===== src/rtl/fifo_rd_pkg.sv =====
// Shared types and the byte-lane helper for the FIFO word reader.
// Word, byte and lane widths live here so the reader and any bench agree.
package fifo_rd_pkg;

    typedef enum logic {IDLE, SEND} state_t;

    localparam int DATA_W    = 32;
    localparam int BYTE_W    = 8;
    localparam int NUM_BYTES = DATA_W / BYTE_W;

    typedef logic [DATA_W-1:0] word_t;

    // Byte number idx of the word, counted from the top lane when msb_first is set.
    function automatic logic [BYTE_W-1:0] select_byte(input word_t w,
                                                      input logic [1:0] idx,
                                                      input logic msb_first);
        logic [1:0] lane;
        lane = msb_first ? (2'(NUM_BYTES - 1) - idx) : idx;
        case (lane)
            2'd0:    return w[7:0];
            2'd1:    return w[15:8];
            2'd2:    return w[23:16];
            default: return w[31:24];
        endcase
    endfunction

endpackage


===== src/rtl/fifo_word_reader.sv =====
// Pops 32-bit words from a combinational-read FIFO and streams them out as bytes.
// Optional build macro FIFO_RD_STATS_EN adds a 16-bit pop counter output word_count.
module fifo_word_reader
    import fifo_rd_pkg::*;
#(
    parameter bit MSB_FIRST = 1'b1
) (
    input  logic        clock,
    input  logic        reset_n,
    input  logic        enable,
    input  logic        fifo_empty,
    input  logic [31:0] fifo_data,
    output logic        fifo_rd,
    output logic [7:0]  byte_data,
    output logic        byte_valid,
    input  logic        byte_ready,
    output logic        busy
`ifdef FIFO_RD_STATS_EN
    ,
    output logic [15:0] word_count
`endif
);

    state_t      state_q;
    word_t       word_q;
    logic [1:0]  idx_q;

    logic        accept;
    logic        last_accept;
    logic        pop;

    // Byte stream handshake: a byte transfers on a rising edge where
    // byte_valid && byte_ready; while valid is high and ready is low,
    // byte_data and byte_valid hold their values unchanged.
    assign accept      = (state_q == SEND) && byte_ready;
    assign last_accept = accept && (idx_q == 2'd3);

    // Popping again on the last-byte accept lets words stream with no bubble.
    assign pop = reset_n && enable && !fifo_empty &&
                 ((state_q == IDLE) || last_accept);

    assign fifo_rd = pop;

    always_ff @(posedge clock) begin
        if (!reset_n) begin
            state_q <= IDLE;
            word_q  <= '0;
            idx_q   <= 2'd0;
        end else if (pop) begin
            state_q <= SEND;
            word_q  <= fifo_data;
            idx_q   <= 2'd0;
        end else if (last_accept) begin
            state_q <= IDLE;
            idx_q   <= 2'd0;
        end else if (accept) begin
            idx_q   <= idx_q + 2'd1;
        end
    end

    assign byte_valid = (state_q == SEND);
    assign busy       = (state_q == SEND);
    assign byte_data  = byte_valid ? select_byte(word_q, idx_q, MSB_FIRST) : 8'h00;

`ifdef FIFO_RD_STATS_EN
    logic [15:0] word_count_q;

    always_ff @(posedge clock) begin
        if (!reset_n) begin
            word_count_q <= 16'h0000;
        end else if (pop) begin
            word_count_q <= word_count_q + 16'h0001;
        end
    end

    assign word_count = word_count_q;
`endif

endmodule


===== config.mk =====
export PLATFORM = sky130hd
export DESIGN_NAME = fifo_word_reader
export DESIGN_NICKNAME = d
export VERILOG_FILES = /design/src/rtl/fifo_rd_pkg.sv /design/src/rtl/fifo_word_reader.sv
export SDC_FILE = /design/constraint.sdc
export NUM_CORES = 1
export LEC_CHECK = 0
export BUFFER_PORTS_ARGS = -buffer_cell sky130_fd_sc_hd__buf_2
export CAP_MARGIN = 5
export CORE_MARGIN = 2
export CORE_UTILIZATION = 42
export CTS_BUF_LIST = sky130_fd_sc_hd__clkbuf_4
export DETAILED_ROUTE_END_ITERATION = 6
export PLACE_DENSITY = 0.78
export SYNTH_ARGS = -nofsm -noshare
export SYNTH_HDL_FRONTEND = slang
export SYNTH_SLANG_ARGS = --single-unit
export TNS_END_PERCENT = 5

===== constraint.sdc =====
create_clock -name clock -period 2.6 [get_ports clock]
set_clock_uncertainty 0.2 [all_clocks]
set_input_delay 0.13 -clock clock [delete_from_list [all_inputs] [get_ports clock]]
set_output_delay 0.13 -clock clock [all_outputs]
set_load 0.005 [all_outputs]

==> results.py, run 1 <==
metrics = {
    "yosys": {
        "syn_nets": 228,
        "seq_area_frac_synth": 0.413,
        "syn-cell-area_sq_mm": 0.00170,
        "avgSynthCellArea_sq_um": 9.07,
        "ys_seq_elements": 35,
        "netlist_instances": 187,
        "ys_types": 20,
        "synth_warnings": 0,
    },
    "route": {
        "drc_errors": 0,
        "dr_total_vias": 1461,
        "drt-pass1-iter-count": 4,
        "wl_um": 3670,
        "wl_per_cell_um": 11.7,
        "antenna_left": 0,
        "first_iter_violations": 97,
        "viasPerCell": 4.67,
    },
    "clocking": {
        "clk_pin_slew_ns": 0.09,
        "clock_latency_ns": 0.33,
        "clock_path_buffers": 2,
        "htreeDepth": 2,
        "root_buffer": "clkbuf_4",
        "cts_tree": "done",
        "cts_buffers": 5,
        "ctsHoldBuffers": 34,
        "ctsResizeCount": 0,
        "cts_setup_buffers": 0,
        "clock_sinks": 35,
    },
    "timing": {
        "setup_tns_ns": 0,
        "finalMaxSlewViolations": 0,
        "grt_setup_unrepaired": "no",
        "period_minus_slack_ns": 2.36,
        "period_share": 0.908,
        "setup_violations": 0,
        "slew_headroom": 0.724,
        "hold_viol_final": 0,
        "fmax_mhz": 423,
        "hold_ws_ns": 0.110,
        "tightest_slew_ns": 0.413,
    },
    "power": {
        "pwr_density_cell_mw_per_mm2": 441,
        "leakage_nw": 1.07,
        "ir_worst_vdd_mv": 0.412,
    },
    "floorplanning": {
        "die_area_sq_mm": 0.00456,
        "num_rows": 23,
        "die_h_um": 67.5,
        "die_x_um": 67.5,
        "core_area_sq_mm": 0.00394,
        "initial_core_util": 0.430,
        "ioPinCount": 48,
    },
    "worst_setup_path": {
        "crit-reg2reg-launch": "idx_q[0]",
        "startpoint": "idx_q[0]",
        "cp_data_required_time_ns": 2.27,
        "crit_arrival_ns": 2.03,
        "critPathMaxFanout": 22,
        "path_cells": "ha_1 > a21boi_2 > and3b_2 > buf_4 > buf_2",
        "crit_path_end_kind": "primary output",
        "startpoint_type": "flip-flop",
        "critPathMaxStageDelay_ns": 0.42,
        "path_class": "flip-flop to primary output",
        "cp_slowest_cell": "ha_1",
    },
    "grt": {
        "grt_pass1_wl_um": 6140,
        "gr-total-overflow": 0,
        "antenna_found_initial": 0,
        "grt_max_degree": 36,
        "grt_pass1_vias": 1408,
        "grt_use_total": 0.181,
    },
    "layout": {
        "finalInstanceArea_sq_mm": 0.00228,
        "final_util": 0.579,
        "drive_gt1_frac": 0.228,
        "fin_nets": 305,
        "stdcell_count": 313,
        "area_delta_synth_final_pct": 34.5,
        "diodes": 0,
    },
    "placement": {
        "io_buffers": 47,
        "place_hpwl_um": 2360,
        "placed_area_sq_mm": 0.00190,
        "place_congestion": 0.742,
        "placed_cells": 273,
    },
    "run_status": {
        "outcome": "finished, final reports clean",
    },
    "worst_hold_path": {
        "hold_path.class": "input port to flip-flop",
        "min_from": "byte_ready",
    },
    "run": {
        "cap_violations": 0,
    },
}
[layer usage]
layer,vias to the layer above,track usage,part of all wire
met1,657,0.206,0.43
met4,0,0.0638,0.013
met5,-,0,0
met2,36,0.317,0.51
li1,761,-,-
met3,7,0.0550,0.052
[power breakdown]
group	switching (mW)	total, mW	internal (mW)	leakage, nW
registers	0.0190	0.584	0.565	0.286
logic	0.0622	0.152	0.0900	0.758
clock network	0.162	0.269	0.107	0.0276
total	0.244	1.00	0.761	1.07
[Yosys cell counts]
cell type  number  area share
mux2i_1        33        0.19
buf_12          3       0.035
nand2_1        33       0.073
dfxtp_1        35        0.41
and3b_1         1      0.0052
ha_1            4       0.030
and4b_1         1      0.0059
o21a_1          1      0.0044
nor2b_1         1      0.0037
buf_6           2       0.013
a21oi_1         9       0.027
clkbuf_1        7       0.016
nor3b_2         2       0.015
inv_1          35       0.077
buf_2           1      0.0029
nor2_1          1      0.0022
a21boi_2        1      0.0066
buf_4           1      0.0044
o21ai_0         8       0.024
a222oi_1        8       0.047
[logic make-up (layout without fill, tap and decap cells)]
kind of cell | Yosys count | after routing | share of synthesized area
buffers and inverters | 49 | 125 | 0.149
adders and majority gates | 4 | 4 | 0.0295
and+or+nand+nor | 39 | 39 | 0.105
muxes | 33 | 33 | 0.195
AOI/OAI and AO/OA | 27 | 27 | 0.108
DFF | 35 | 35 | 0.413
[cell usage in the layout, fill, tap and decap left out]
| cell type | Yosys | layout |
|---|---|---|
| buf_2 | 1 | 47 |
| dlygate4sd3_1 | 0 | 34 |
| a222oi_1 | 8 | 8 |
| nor3b_2 | 2 | 2 |
| and3b_2 | 0 | 1 |
| ha_1 | 4 | 4 |
| o21ai_0 | 8 | 8 |
| o21a_1 | 1 | 1 |
| a21boi_2 | 1 | 1 |
| buf_4 | 1 | 3 |
| and4b_1 | 1 | 1 |
| nor2b_1 | 1 | 1 |
| dfxtp_1 | 35 | 35 |
| a21oi_1 | 9 | 9 |
| clkbuf_4 | 0 | 6 |
| nor2_1 | 1 | 1 |
| mux2i_1 | 33 | 33 |
| inv_1 | 35 | 35 |
| nand2_1 | 33 | 33 |
[through the flow]
stage	setup slack (ns)	power, mW
6_report	0.238	1.00
5_1_grt	0.0609	1.07
4_1_cts	0.203	1.01
3_5_place_dp	0.568	0.709
3_3_place_gp	0.615	0.706
2_1_floorplan	1.03	0.669
[sequential cells by signal, summed over array words and instances, names as in the netlist]
signal,flops
word_q,32
busy,1
idx_q,2
[final timing paths]
path	end	slack [ns]	cells past startpoint
max	fifo_rd	0.24	5
min	idx_q[1]	0.11	4
max reg2reg	word_q[21]	0.57	5
min reg2reg	word_q[31]	0.26	2
[critical path: cells and delay by family (launching register included)]
family | cells | cell delay, ns
adder cells (fa/ha/maj) | 1 | 0.42
buffers and inverters | 2 | 0.52
AO/OA/AOI/OAI | 1 | 0.10
flip-flops | 1 | 0.41
AND/OR/NAND/NOR | 1 | 0.26
[final cells by class]
type / count / area (sq um)
Multi-Input combinational cell: 103 / 743
Tap cell: 50 / 62.6
Sequential cell: 35 / 701
Timing Repair Buffer: 84 / 598
Inverter: 35 / 131
Clock buffer: 6 / 45.0
Fill cell: 343 / 1660
No activity file was read; power rests on OpenSTA's default activity.
==> inputs of run 2 (changes only) <==
--- a/config.mk
+++ b/config.mk
@@ -11,6 +11,7 @@
 export CORE_UTILIZATION = 42
 export CTS_BUF_LIST = sky130_fd_sc_hd__clkbuf_4
 export DETAILED_ROUTE_END_ITERATION = 6
+export MAX_ROUTING_LAYER = met4
 export PLACE_DENSITY = 0.78
 export SYNTH_ARGS = -nofsm -noshare
 export SYNTH_HDL_FRONTEND = slang
==> constraint.sdc (replaced) <==
create_clock -name clock -period 2.75 [get_ports clock]
set_clock_uncertainty 0.2 [all_clocks]
set_input_delay 0.1375 -clock clock [delete_from_list [all_inputs] [get_ports clock]]
set_output_delay 0.1375 -clock clock [all_outputs]
set_load 0.005 [all_outputs]
==> run 2 against run 1 <==
Net effect:
- sequential share of layout area shrank 0.55 points
- largest power group unchanged
- sequential cell count is the same
- count of clock-buffer cells in the layout shrank 1
- largest cell class unchanged
- utilization grew 1.0 points
- non-clock buffer count grew 1
==> results.py, run 2 (same netlist as run 1, synthesis figures left out) <==
metrics = {
    "worst_hold_path": {
        "hold_end": "idx_q[1]",
        "min_delay_path_depth": 4,
        "min_from": "byte_ready",
        "hold_path.class": "input port to flip-flop",
    },
    "floorplanning": {
        "ioPinCount": 48,
        "die_h_um": 67.5,
        "initial_core_util": 0.430,
        "num_rows": 23,
        "die_area_sq_mm": 0.00456,
        "core_area_sq_mm": 0.00394,
        "die_x_um": 67.5,
    },
    "run_status": {
        "outcome": "finished, final reports clean",
    },
    "run": {
        "cap_violations": 0,
    },
    "timing": {
        "period_minus_slack_ns": 2.42,
        "hold_viol_final": 0,
        "setup_violations": 0,
        "period_share": 0.880,
        "fmax_mhz": 413,
        "grt_setup_unrepaired": "no",
        "finalMaxSlewViolations": 0,
        "tightest_slew_ns": 0.433,
        "hold_ws_ns": 0.0772,
        "setup_tns_ns": 0,
        "slew_headroom": 0.711,
    },
    "worst_setup_path": {
        "cp_slowest_cell": "ha_1",
        "rr_endpoint": "word_q[15]",
        "critPathMaxFanout": 22,
        "critPathMaxStageDelay_ns": 0.45,
        "path_cells": "ha_1 > a21boi_2 > and3b_2 > buf_4 > buf_2",
        "startpoint_type": "flip-flop",
        "crit_path_end_kind": "primary output",
        "rr_worst_depth": 5,
        "regToRegSetupSlack_ns": 0.69,
        "path_class": "flip-flop to primary output",
        "crit-reg2reg-launch": "idx_q[0]",
        "cp_data_required_time_ns": 2.41,
        "crit_arrival_ns": 2.08,
    },
    "power": {
        "p_switching_mw": 0.252,
        "comb_power_share": 0.136,
        "p_seq_frac": 0.522,
        "leakage_nw": 1.09,
        "pwr_density_cell_mw_per_mm2": 456,
        "intPower_mw": 0.807,
        "ir_worst_vdd_mv": 0.305,
        "clkPwrFrac": 0.341,
        "p_sw_frac": 0.238,
    },
    "route": {
        "wl_per_cell_um": 11.6,
        "first_iter_violations": 111,
        "drc_errors": 0,
        "antenna_left": 0,
        "wl_um": 3660,
        "drt-pass1-iter-count": 4,
        "dr_total_vias": 1495,
        "viasPerCell": 4.73,
    },
    "clocking": {
        "cts_buffers": 5,
        "htreeDepth": 2,
        "clock_path_buffers": 2,
        "root_buffer": "clkbuf_4",
        "clock_latency_ns": 0.34,
        "cts_setup_buffers": 0,
        "ctsResizeCount": 0,
        "clk_pin_slew_ns": 0.11,
        "cts_tree": "done",
        "clock_sinks": 35,
    },
    "grt": {
        "grt_pass1_vias": 1445,
        "gr-total-overflow": 0,
        "grt_use_total": 0.186,
        "grt_pass1_wl_um": 6080,
        "antenna_found_initial": 0,
        "grt_max_degree": 37,
    },
    "layout": {
        "final_common_cell": "buf_2",
        "area_delta_synth_final_pct": 37.0,
        "diodes": 0,
        "seqCellArea_sq_um": 701,
        "fill_cells": 344,
        "final_cell_mix": "buf_2, inv_1, dfxtp_1, dlygate4sd3_1",
        "largest_register_ffs": 32,
        "top_register": "word_q",
        "multi_input_area_sq_um": 743,
        "drive_gt1_frac": 0.229,
        "fin_nets": 306,
    },
    "placement": {
        "place_congestion": 0.746,
        "io_buffers": 47,
        "place_hpwl_um": 2380,
    },
}
[run 2: cell types whose count changed in the layout (fill, tap and decap cells not counted)]
cell / before / now
clkbuf_4: 6 / 5
clkinv_1: 0 / 1
dlygate4sd3_1: 34 / 35
bufinv_16: 0 / 1
clkinv_2: 0 / 1
[run 2: power by group through the flow]
stage	Sequential, mW	Combinational [mW]	Clock [mW]
floorplan	0.556	0.0762	0
global placement	0.563	0.105	0
detailed placement	0.564	0.108	0
CTS	0.552	0.146	0.371
global route	0.556	0.163	0.396
finish	0.553	0.144	0.361
[run 2: worst max-delay path by stage]
stage | startpoint | endpoint | slack (ns) | depth (start not counted)
2_1_floorplan | idx_q[0] | byte_data[5] | 1.17 | 6
3_3_place_gp | idx_q[0] | fifo_rd | 0.75 | 5
3_5_place_dp | idx_q[0] | word_q[21] | 0.70 | 5
4_1_cts | idx_q[0] | fifo_rd | 0.32 | 5
5_1_grt | idx_q[0] | fifo_rd | 0.14 | 5
6_report | idx_q[0] | fifo_rd | 0.33 | 5
[run 2: timing repair]
item	4_1_cts	5_1_grt
hold buffers	35	0
setup endpoints to repair	0	0
endpoints found under the hold margin	33	0
[run 2: routing by layer]
layer | up-vias | track usage | routed length [um]
li1 | 765 | - | -
met1 | 671 | 0.199 | 1560
met2 | 48 | 0.315 | 1760
met3 | 11 | 0.0433 | 209
met4 | 0 | 0.107 | 127
met5 | - | - | 0
[run 2: worst max-delay path, delay by kind of cell, from the launching register on]
| kind | cells | cell delay, ns |
|---|---|---|
| AND/OR/NAND/NOR | 1 | 0.26 |
| adder cells (fa/ha/maj) | 1 | 0.45 |
| AO/OA/AOI/OAI | 1 | 0.10 |
| buffers and inverters | 2 | 0.51 |
| flip-flops | 1 | 0.41 |
[run 2: cell type report]
cell class / instances / area share
sequential: 35 / 0.302
clock buffer: 5 / 0.0162
multi-input combinational: 103 / 0.320
clock inverter: 3 / 0.0167
tap: 50 / 0.0269
timing repair buffer: 85 / 0.262
inverter: 35 / 0.0566
[run 2: per-stage QoR]
step / instances / setup slack, ns / power (mW) / cell area, sq um / util
after global routing: 316 / 0.142 / 1.11 / 2320 / 0.589
after detailed placement: 273 / 0.697 / 0.671 / 1900 / 0.481
final: 316 / 0.331 / 1.06 / 2320 / 0.589
after global placement: 273 / 0.752 / 0.668 / 1900 / 0.481
after CTS: 316 / 0.316 / 1.07 / 2320 / 0.589
after floorplan: 187 / 1.17 / 0.632 / 1700 / -
==> inputs of run 3 (changes only) <==
--- a/config.mk
+++ b/config.mk
@@ -13,6 +13,7 @@
 export DETAILED_ROUTE_END_ITERATION = 6
 export MAX_ROUTING_LAYER = met4
 export PLACE_DENSITY = 0.78
+export RECOVER_POWER = 50
 export SYNTH_ARGS = -nofsm -noshare
 export SYNTH_HDL_FRONTEND = slang
 export SYNTH_SLANG_ARGS = --single-unit
==> run 3 against run 2 <==
Net effect:
- sequential cell count unchanged
- die area unchanged
- routed wire length increased by 0.36%
- total power is essentially flat
==> results.py, run 3 (same netlist as run 1, synthesis figures left out) <==
metrics = {
    "floorplanning": {
        "die_h_um": 67.5,
        "die_area_sq_mm": 0.00456,
        "num_rows": 23,
        "initial_core_util": 0.430,
        "ioPinCount": 48,
        "die_x_um": 67.5,
        "core_area_sq_mm": 0.00394,
    },
    "timing": {
        "tightest_slew_ns": 0.892,
        "setup_violations": 0,
        "finalMaxSlewViolations": 0,
        "period_minus_slack_ns": 2.43,
        "setup_tns_ns": 0,
        "hold_viol_final": 0,
        "slew_headroom": 0.405,
        "fmax_mhz": 411,
        "period_share": 0.884,
        "grt_setup_unrepaired": "no",
    },
    "grt": {
        "grt_max_degree": 37,
        "grt_use_total": 0.186,
        "grt_pass1_vias": 1445,
        "antenna_found_initial": 0,
        "gr-total-overflow": 0,
        "grt_pass1_wl_um": 6080,
    },
    "route": {
        "drc_errors": 0,
        "dr_total_vias": 1477,
        "wl_per_cell_um": 11.6,
        "viasPerCell": 4.67,
        "wl_um": 3670,
        "drt-pass1-iter-count": 4,
        "first_iter_violations": 127,
        "antenna_left": 0,
    },
    "clocking": {
        "root_buffer": "clkbuf_4",
        "cts_setup_buffers": 0,
        "clock_path_buffers": 2,
        "ctsResizeCount": 0,
        "htreeDepth": 2,
        "clock_latency_ns": 0.34,
        "cts_buffers": 5,
        "cts_tree": "done",
        "clk_pin_slew_ns": 0.11,
        "clock_sinks": 35,
    },
    "worst_hold_path": {
        "min_delay_path_depth": 4,
        "hold_path.class": "input port to flip-flop",
        "min_from": "byte_ready",
        "hold_end": "idx_q[1]",
    },
    "worst_setup_path": {
        "critPathMaxFanout": 13,
        "critPathMaxStageDelay_ns": 0.67,
        "critPathBufInv": 1,
        "regToRegSetupSlack_ns": 0.32,
        "cp_slowest_cell": "clkbuf_1",
        "crit_path_end_kind": "flip-flop",
        "path_class": "flip-flop to flip-flop",
        "cp_data_required_time_ns": 2.82,
        "crit_arrival_ns": 2.50,
        "startpoint_type": "flip-flop",
        "critPathTopFamily": "buffers and inverters",
        "path_cells": "ha_1 > a21boi_2 > and3b_2 > clkbuf_1 > mux2i_1",
        "rr_worst_depth": 5,
        "rr_endpoint": "word_q[3]",
        "crit-reg2reg-launch": "idx_q[0]",
    },
    "placement": {
        "placed_area_sq_mm": 0.00190,
        "io_buffers": 47,
        "place_hpwl_um": 2380,
        "place_congestion": 0.746,
    },
    "layout": {
        "fin_nets": 306,
        "area_delta_synth_final_pct": 36.3,
        "diodes": 0,
        "drive_gt1_frac": 0.214,
        "final_common_cell": "buf_2",
        "fill_cells": 347,
        "finalInstanceArea_sq_mm": 0.00231,
        "largest_register_ffs": 32,
        "top_register": "word_q",
        "final_cell_mix": "buf_2, inv_1, dfxtp_1, dlygate4sd3_1",
    },
    "power": {
        "pwr_density_cell_mw_per_mm2": 458,
        "comb_power_share": 0.136,
        "p_sw_frac": 0.239,
        "leakage_nw": 1.08,
        "p_seq_frac": 0.522,
        "intPower_mw": 0.806,
        "ir_worst_vdd_mv": 0.306,
        "p_switching_mw": 0.253,
        "clkPwrFrac": 0.342,
    },
    "run": {
        "cap_violations": 0,
    },
    "run_status": {
        "outcome": "finished, final reports clean",
    },
}
[run 3: changes by cell type in the layout (fill, tap and decap cells not counted)]
cell | before | now
nor3b_1 | 0 | 1
buf_4 | 3 | 2
nor3b_2 | 2 | 1
buf_2 | 47 | 45
clkbuf_1 | 0 | 3
[run 3: layout make-up]
type / count / area (sq um) / area share
well taps: 50 / 62.6 / 0.0271
clock buffers: 5 / 37.5 / 0.0162
repair buffers: 85 / 602 / 0.260
clock inverters: 3 / 38.8 / 0.0168
flip-flops and latches: 35 / 701 / 0.303
inverters: 35 / 131 / 0.0568
multi-input cells: 103 / 738 / 0.319
[run 3: worst max path at each step]
stage,from,endpoint,slack (ns),depth (start not counted)
final,idx_q[0],word_q[3],0.32,5
after floorplan,idx_q[0],byte_data[5],1.17,6
after detailed placement,idx_q[0],word_q[21],0.70,5
after CTS,idx_q[0],fifo_rd,0.32,5
after global routing,idx_q[0],fifo_rd,0.15,5
after global placement,idx_q[0],fifo_rd,0.75,5
[run 3: power groups by stage]
| stage | Combinational (mW) | Clock, mW | Sequential (mW) |
|---|---|---|---|
| after detailed placement | 0.108 | 0 | 0.564 |
| after global routing | 0.162 | 0.396 | 0.556 |
| after CTS | 0.146 | 0.371 | 0.552 |
| after global placement | 0.105 | 0 | 0.563 |
| after floorplan | 0.0762 | 0 | 0.556 |
| final | 0.144 | 0.362 | 0.553 |
[run 3: stage by stage]
step           cells  setup WS [ns]  hold slack (ns)  power [mW]  utilization
5_1_grt          316          0.152            0.107        1.11        0.586
6_report         316          0.319           0.0550        1.06        0.586
4_1_cts          316          0.316           0.0672        1.07        0.589
3_5_place_dp     273          0.697            0.184       0.671        0.481
3_3_place_gp     273          0.752            0.178       0.668        0.481
2_1_floorplan    187           1.17           0.0731       0.632            -
[run 3: per-layer routing]
layer  vias to the layer above  GRT usage  wire length, um
li1                        764          -                -
met1                       669      0.199             1590
met2                        36      0.315             1810
met3                         8     0.0433              167
met4                         0      0.107              102
met5                         -          -                0
[run 3: worst min-delay path, cell delays in order]
cell	delay, ns
buf_2	0.12
nand2_1	0.09
a21oi_1	0.16
nor3b_1	0.06
[run 3: repair_timing]
action / 4_1_cts / 5_1_grt
endpoints found under the hold margin: 33 / 0
hold buffers: 35 / 0
endpoints found under the setup margin: 0 / 0
